### config.mk
export PLATFORM = sky130hd
export DESIGN_NAME = ped_crossing_ctrl
export DESIGN_NICKNAME = d
export VERILOG_FILES = /design/src/rtl/ped_crossing_ctrl.sv
export SDC_FILE = /design/constraint.sdc
export NUM_CORES = 1
export LEC_CHECK = 0
export CAP_MARGIN = 5
export CORE_MARGIN = 8
export CORE_UTILIZATION = 43
export CTS_CLUSTER_SIZE = 40
export DETAILED_ROUTE_END_ITERATION = 6
export SLEW_MARGIN = 20
export SYNTH_ARGS = -nofsm -noshare
export SYNTH_HDL_FRONTEND = slang
export SYNTH_SLANG_ARGS = --single-unit
### constraint.sdc
create_clock -name clk -period 2 [get_ports clk]
set_input_delay 0.4 -clock clk [delete_from_list [all_inputs] [get_ports clk]]
set_output_delay 0.4 -clock clk [all_outputs]
set_load 0.01 [all_outputs]
### src/rtl/ped_crossing_ctrl.sv
// Pedestrian crossing controller fed by the vehicle light code: latches button requests,
// grants WALK at the start of red, then a flashing DON'T WALK clearance with countdown.
module ped_crossing_ctrl #(
    parameter int WALK_CYCLES  = 8,
    parameter int FLASH_CYCLES = 6,
    parameter int BLINK_HALF   = 2
) (
    input  logic       clk,
    input  logic       rst_n,
    input  logic [2:0] light,
    input  logic       ped_btn,
    output logic       walk,
    output logic       dont_walk,
    output logic       req_pending,
    output logic [7:0] countdown,
    output logic       fault
);

    localparam int BW = (BLINK_HALF > 1) ? $clog2(BLINK_HALF) : 1;
    localparam logic [BW-1:0] BLINK_LAST = BW'(BLINK_HALF - 1);
    localparam logic [7:0]    WALK_LAST  = 8'(WALK_CYCLES);
    localparam logic [7:0]    FLASH_LOAD = 8'(FLASH_CYCLES);

    typedef enum logic [2:0] {
        ST_IDLE,
        ST_WAIT_RED,
        ST_WALK,
        ST_FLASH,
        ST_FAULT
    } state_t;

    state_t        state, state_next;
    logic          s1, s2, s3;
    logic [2:0]    light_q;
    logic          req_next;
    logic [7:0]    walk_cnt, walk_cnt_next;
    logic [7:0]    countdown_next;
    logic [BW-1:0] blink_cnt, blink_cnt_next;
    logic          blink_on, blink_on_next;

    logic btn_rise;
    logic is_red;
    logic red_entry;
    logic illegal;

    assign btn_rise  = s2 & ~s3;
    assign is_red    = (light == 3'b100);
    assign red_entry = is_red && (light_q != 3'b100);
    assign illegal   = !((light == 3'b100) || (light == 3'b010) || (light == 3'b001));

    // Button synchronizer, light history and all controller state
    always_ff @(posedge clk or negedge rst_n) begin
        if (!rst_n) begin
            s1          <= 1'b0;
            s2          <= 1'b0;
            s3          <= 1'b0;
            light_q     <= 3'b000;
            state       <= ST_IDLE;
            req_pending <= 1'b0;
            walk_cnt    <= 8'd0;
            countdown   <= 8'd0;
            blink_cnt   <= '0;
            blink_on    <= 1'b0;
        end else begin
            s1          <= ped_btn;
            s2          <= s1;
            s3          <= s2;
            light_q     <= light;
            state       <= state_next;
            req_pending <= req_next;
            walk_cnt    <= walk_cnt_next;
            countdown   <= countdown_next;
            blink_cnt   <= blink_cnt_next;
            blink_on    <= blink_on_next;
        end
    end

    // Next state; illegal light beats abort, abort beats timer expiry
    always_comb begin
        state_next     = state;
        req_next       = req_pending;
        walk_cnt_next  = walk_cnt;
        countdown_next = countdown;
        blink_cnt_next = blink_cnt;
        blink_on_next  = blink_on;

        if (btn_rise && ((state == ST_IDLE) || (state == ST_WAIT_RED) || (state == ST_FLASH)))
            req_next = 1'b1;

        if (illegal) begin
            state_next     = ST_FAULT;
            countdown_next = 8'd0;
        end else begin
            case (state)
                ST_IDLE: begin
                    if (req_pending)
                        state_next = ST_WAIT_RED;
                end
                ST_WAIT_RED: begin
                    if (red_entry) begin
                        state_next    = ST_WALK;
                        req_next      = 1'b0;
                        walk_cnt_next = 8'd1;
                    end
                end
                ST_WALK: begin
                    if (!is_red) begin
                        state_next     = req_pending ? ST_WAIT_RED : ST_IDLE;
                        countdown_next = 8'd0;
                    end else if (walk_cnt == WALK_LAST) begin
                        state_next     = ST_FLASH;
                        countdown_next = FLASH_LOAD;
                        blink_cnt_next = '0;
                        blink_on_next  = 1'b1;
                    end else begin
                        walk_cnt_next = walk_cnt + 8'd1;
                    end
                end
                ST_FLASH: begin
                    if (!is_red) begin
                        state_next     = req_pending ? ST_WAIT_RED : ST_IDLE;
                        countdown_next = 8'd0;
                    end else begin
                        countdown_next = countdown - 8'd1;
                        if (countdown == 8'd1)
                            state_next = req_pending ? ST_WAIT_RED : ST_IDLE;
                        if (blink_cnt == BLINK_LAST) begin
                            blink_cnt_next = '0;
                            blink_on_next  = ~blink_on;
                        end else begin
                            blink_cnt_next = blink_cnt + 1'b1;
                        end
                    end
                end
                ST_FAULT: begin
                    state_next = ST_FAULT;
                end
                default: begin
                    state_next     = ST_IDLE;
                    countdown_next = 8'd0;
                end
            endcase
        end
    end

    // Lamps follow the state; DON'T WALK is solid everywhere except WALK and FLASH
    always_comb begin
        walk      = (state == ST_WALK);
        fault     = (state == ST_FAULT);
        dont_walk = 1'b1;
        if (state == ST_WALK)
            dont_walk = 1'b0;
        else if (state == ST_FLASH)
            dont_walk = blink_on;
    end

endmodule

==> metrics.md <==
| Metric | Value |
|---|---|
| Status | `complete, no violations` |
| CORE AREA | `3360 um2` |
| Crit-path slowest cell | `or4b_4` |
| Sequential share of the synthesized area | `0.465` |
| Critical path's top delay family | `simple AND/OR/NAND/NOR gates` |
| Total number of vias | `roughly 1400` |
| Crit end category | `register` |
| Crit path kind | `reg2reg` |
| Clock Sinks | `28` |
| Root Buffer | `clkbuf_4` |
| Hold path cells | `0` |
| Worst path required time | `about 2.2 ns` |
| Final Skew | `roughly 0.0054 ns` |
| Die ar. | `between 5000 and 6000 um2` |
| Initial Utilization | `0.448` |
| Gr usage total | `0.139` |
| # rows | `21` |
| Largest net degree at the start of global routing | `29` |
| Post-synthesis simple-gate area fraction | `0.222` |
| Total power draw | `around 0.0011 W` |
| P_leak | `0.888 nW` |
| Port bufs | `17` |
| Main combinational cell family by area after synthesis | `simple AND/OR/NAND/NOR gates` |
| Bufs and invs on worst path | `1` |
| Max Cap Viol | `0` |
| Die height | `approximately 75 um` |
| Synthesis warning total | `0` |
| DRC viols | `0` |
| Vias in the first global route | `1283` |
| Synthesized flop and latch total | `28` |
| Final min period | `approximately 1.9 ns` |
| Mapped Cells | `around 150` |
| Antenna cells | `0` |
| Ys flop type | `dfrtp_1` |
| Worst skew pair latency | `0.33 ns` |
| Max-slew headroom | `0.612` |
| TritonRoute pass-1 iters | `4` |
| Htree depth | `1` |
| First DRT Iteration DRCs | `between 70 and 80` |
| Vias/cell | `between 5 and 6` |
| Wire length per cell | `14.6 um` |
| Largest area contributor in the netlist | `dfrtp_1` |
| # hold bufs at CTS | `0` |
| Top cell type's share of synthesized area | `0.465` |
| Post-Synth XOR/XNOR Area | `0.0349` |
| Worst path arrival time | `2.18 ns` |
| Number of routed nets with antenna violations | `0` |
| Placed cells | `between 200 and 250` |
| Crit path launch type | `register` |
| Net Count, Synth | `roughly 160` |
| Worst Tran Pin Value | `0.573 ns` |
| Clk slew on worst S/H paths | `about 0.16 ns` |
| Area after DPL | `about 1900 um2` |
| Final Cycle Share | `0.969` |
| Final setup vio count | `0` |
| Fill count | `approximately 330` |
| Multi-input logic area | `795 um2` |
| CP max stage delay | `a little under 0.6 ns` |
| # IOs | `18` |
| Final Hold Vio Count | `0` |
| Clock Tree Buf Depth | `2` |
| Post-synthesis adder-cell area fraction | `0.0332` |
| Fin. max-slew vios | `0` |
| Chip width | `between 70 and 80 um` |
| Synth Area in Compound Gates | `0.178` |
| Mean Syn Cell Area | `9.85 um2` |
| Max IR drop VDD | `approximately 0.26 mV` |
| FF/Latch Area | `703 um2` |
| Post-synth EDFFs | `0` |
| Area contributors post-synth | `dfrtp_1 46%, ha_1 3.3%, nor2_1 3.2%, mux2_2 3.0%, xnor2_1 2.9%` |
| Peak Freq | `between 500 and 600 MHz` |
| Area Growth Syn to Fin | `36.9%` |
| Crit path depth | `5` |
| Reg2Reg Depth | `5` |
| Synth Cell Area | `~1500 um2` |
| Async SR Flop Fraction | `1.00` |
| Num CTS Buffers | `3` |
| DP HPWL | `between 2000 and 3000 um` |
| First-pass GRT wire length | `6130 um` |
| GRT overflow | `0` |
| Initial antenna violation count | `0` |
| Pwr/cell area | `between 500 and 600 nW/um2` |
| Hold Path Class | `reg2reg` |
| Mux cell area share after synthesis | `0.0365` |
| TritonCTS clock tree | `yes` |
| Finished Layout Cells | `250` |
| Crit path cell chain | `buf_4 > or4b_4 > nor4_1 > xnor2_1 > nor2_1` |
| Crit Path Max Fanout | `6` |
| Layout cells sized above 1 | `0.279` |
| Fin nets | `approximately 220` |
| Post-route cell area | `roughly 2100 um2` |
| Distinct cells, synth | `46` |
| Final GP Congestion | `slightly above 0.8` |
| Final wirelength | `~3600 um` |
## sequential cells by signal, summed over array words and instances (netlist names)
register     flops
s2               1
s1               1
light_q          3
s3               1
blink_on         1
countdown        8
walk_cnt         8
state            3
blink_cnt        1
req_pending      1
## placed cells by master, fill, tap and decap left out, types with 2 or more instances in the layout
cell,netlist,routed
nor2b_1,4,4
nor3b_1,2,2
nor2_1,13,13
dlygate4sd2_1,0,2
a21oi_1,8,7
clkbuf_4,0,3
dfrtp_2,0,2
nand2_1,11,10
a31oi_1,2,2
nand3_1,4,4
nor4_1,2,2
o21ai_0,8,8
nand4_1,2,2
xnor2_1,5,5
a2bb2oi_1,2,2
nor3_1,5,5
ha_1,4,4
o21ai_1,2,2
nor3b_2,3,2
o21a_1,2,2
clkdlybuf4s50_1,0,14
o211ai_1,4,4
buf_4,0,34
nand2b_1,3,3
mux2_2,4,4
dfrtp_1,28,26
inv_1,6,6
## power breakdown
group          internal (W)  switching [W]  leakage (nW)  total (W)
Clock              0.000203       0.000172        0.0279   0.000375
Combinational     0.0000579      0.0000596         0.504   0.000118
Sequential         0.000580      0.0000117         0.356   0.000591
## path summary, 6_finish.rpt
kind                       startpoint          end  slack (ns)
min reg2reg                        s1           s2        0.37
min                                s1           s2        0.37
min in group asynchronous       rst_n   light_q[0]        0.42
max                          state[2]  walk_cnt[5]        0.06
max reg2reg                  state[2]  walk_cnt[5]        0.06
max in group asynchronous       rst_n     state[2]        1.29
## synthesized netlist by cell type (all sizes together), types with 2 or more instances
cell type	n
inv	6
nor2b	4
o21ai	11
a31oi	2
xnor2	5
dfrtp	28
o211ai	4
nor3b	5
nor4	2
a2bb2oi	2
mux2	4
o21a	2
ha	4
nor3	5
or4	2
nand2b	3
buf	5
nand2	11
nand4	2
nor2	13
nand3	4
a21oi	8
## per-stage QoR
stage / TNS [ns] / setup WS, ns / util / hold slack [ns]
after floorplan: 0 / 0.154 / - / 0.104
after global placement: -2.94 / -0.236 / 0.567 / 0.332
after detailed placement: -3.10 / -0.277 / 0.567 / 0.340
after CTS: 0 / 0.00992 / 0.597 / 0.375
after global routing: -0.0234 / -0.0234 / 0.614 / 0.381
final: 0 / 0.0625 / 0.614 / 0.373
## per-layer routing
| layer | track usage | part of all wire | vias up |
|---|---|---|---|
| li1 | - | - | 662 |
| met1 | 0.195 | 0.49 | 668 |
| met2 | 0.212 | 0.47 | 25 |
| met3 | 0.0253 | 0.032 | 4 |
| met4 | 0.0384 | 0.0077 | 0 |
| met5 | 0 | 0 | - |
## cells by family (layout without fill, tap and decap cells)
group,count (synthesis),in the layout
muxes,5,5
adders and majority gates,4,4
and+or+nand+nor,59,59
buffers and inverters,11,62
DFF,28,28
AOI/OAI and AO/OA,40,40
xor gates and xnor gates,6,6
## timing repair
item / in CTS / in global routing
setup endpoints to repair: 3 / 11
gates resized for setup: 7 / 8
setup buffers: 6 / 3
hold endpoints to repair: 0 / 0
pin swaps: 0 / 1
## final cells by class
class	count	share of cell area
Clock buffer	3	0.0109
Clock inverter	1	0.0145
Inverter	6	0.0109
Multi-Input combinational cell	114	0.385
Sequential cell	28	0.341
Tap cell	46	0.0279
Timing Repair Buffer	52	0.210
## worst reg2reg max path: stages (launching register included)
cell and delay, ns:
dfrtp_2 0.48, buf_4 0.17, or4b_4 0.58, nor4_1 0.38, xnor2_1 0.18, nor2_1 0.06
No activity file was read; power rests on OpenSTA's default activity.
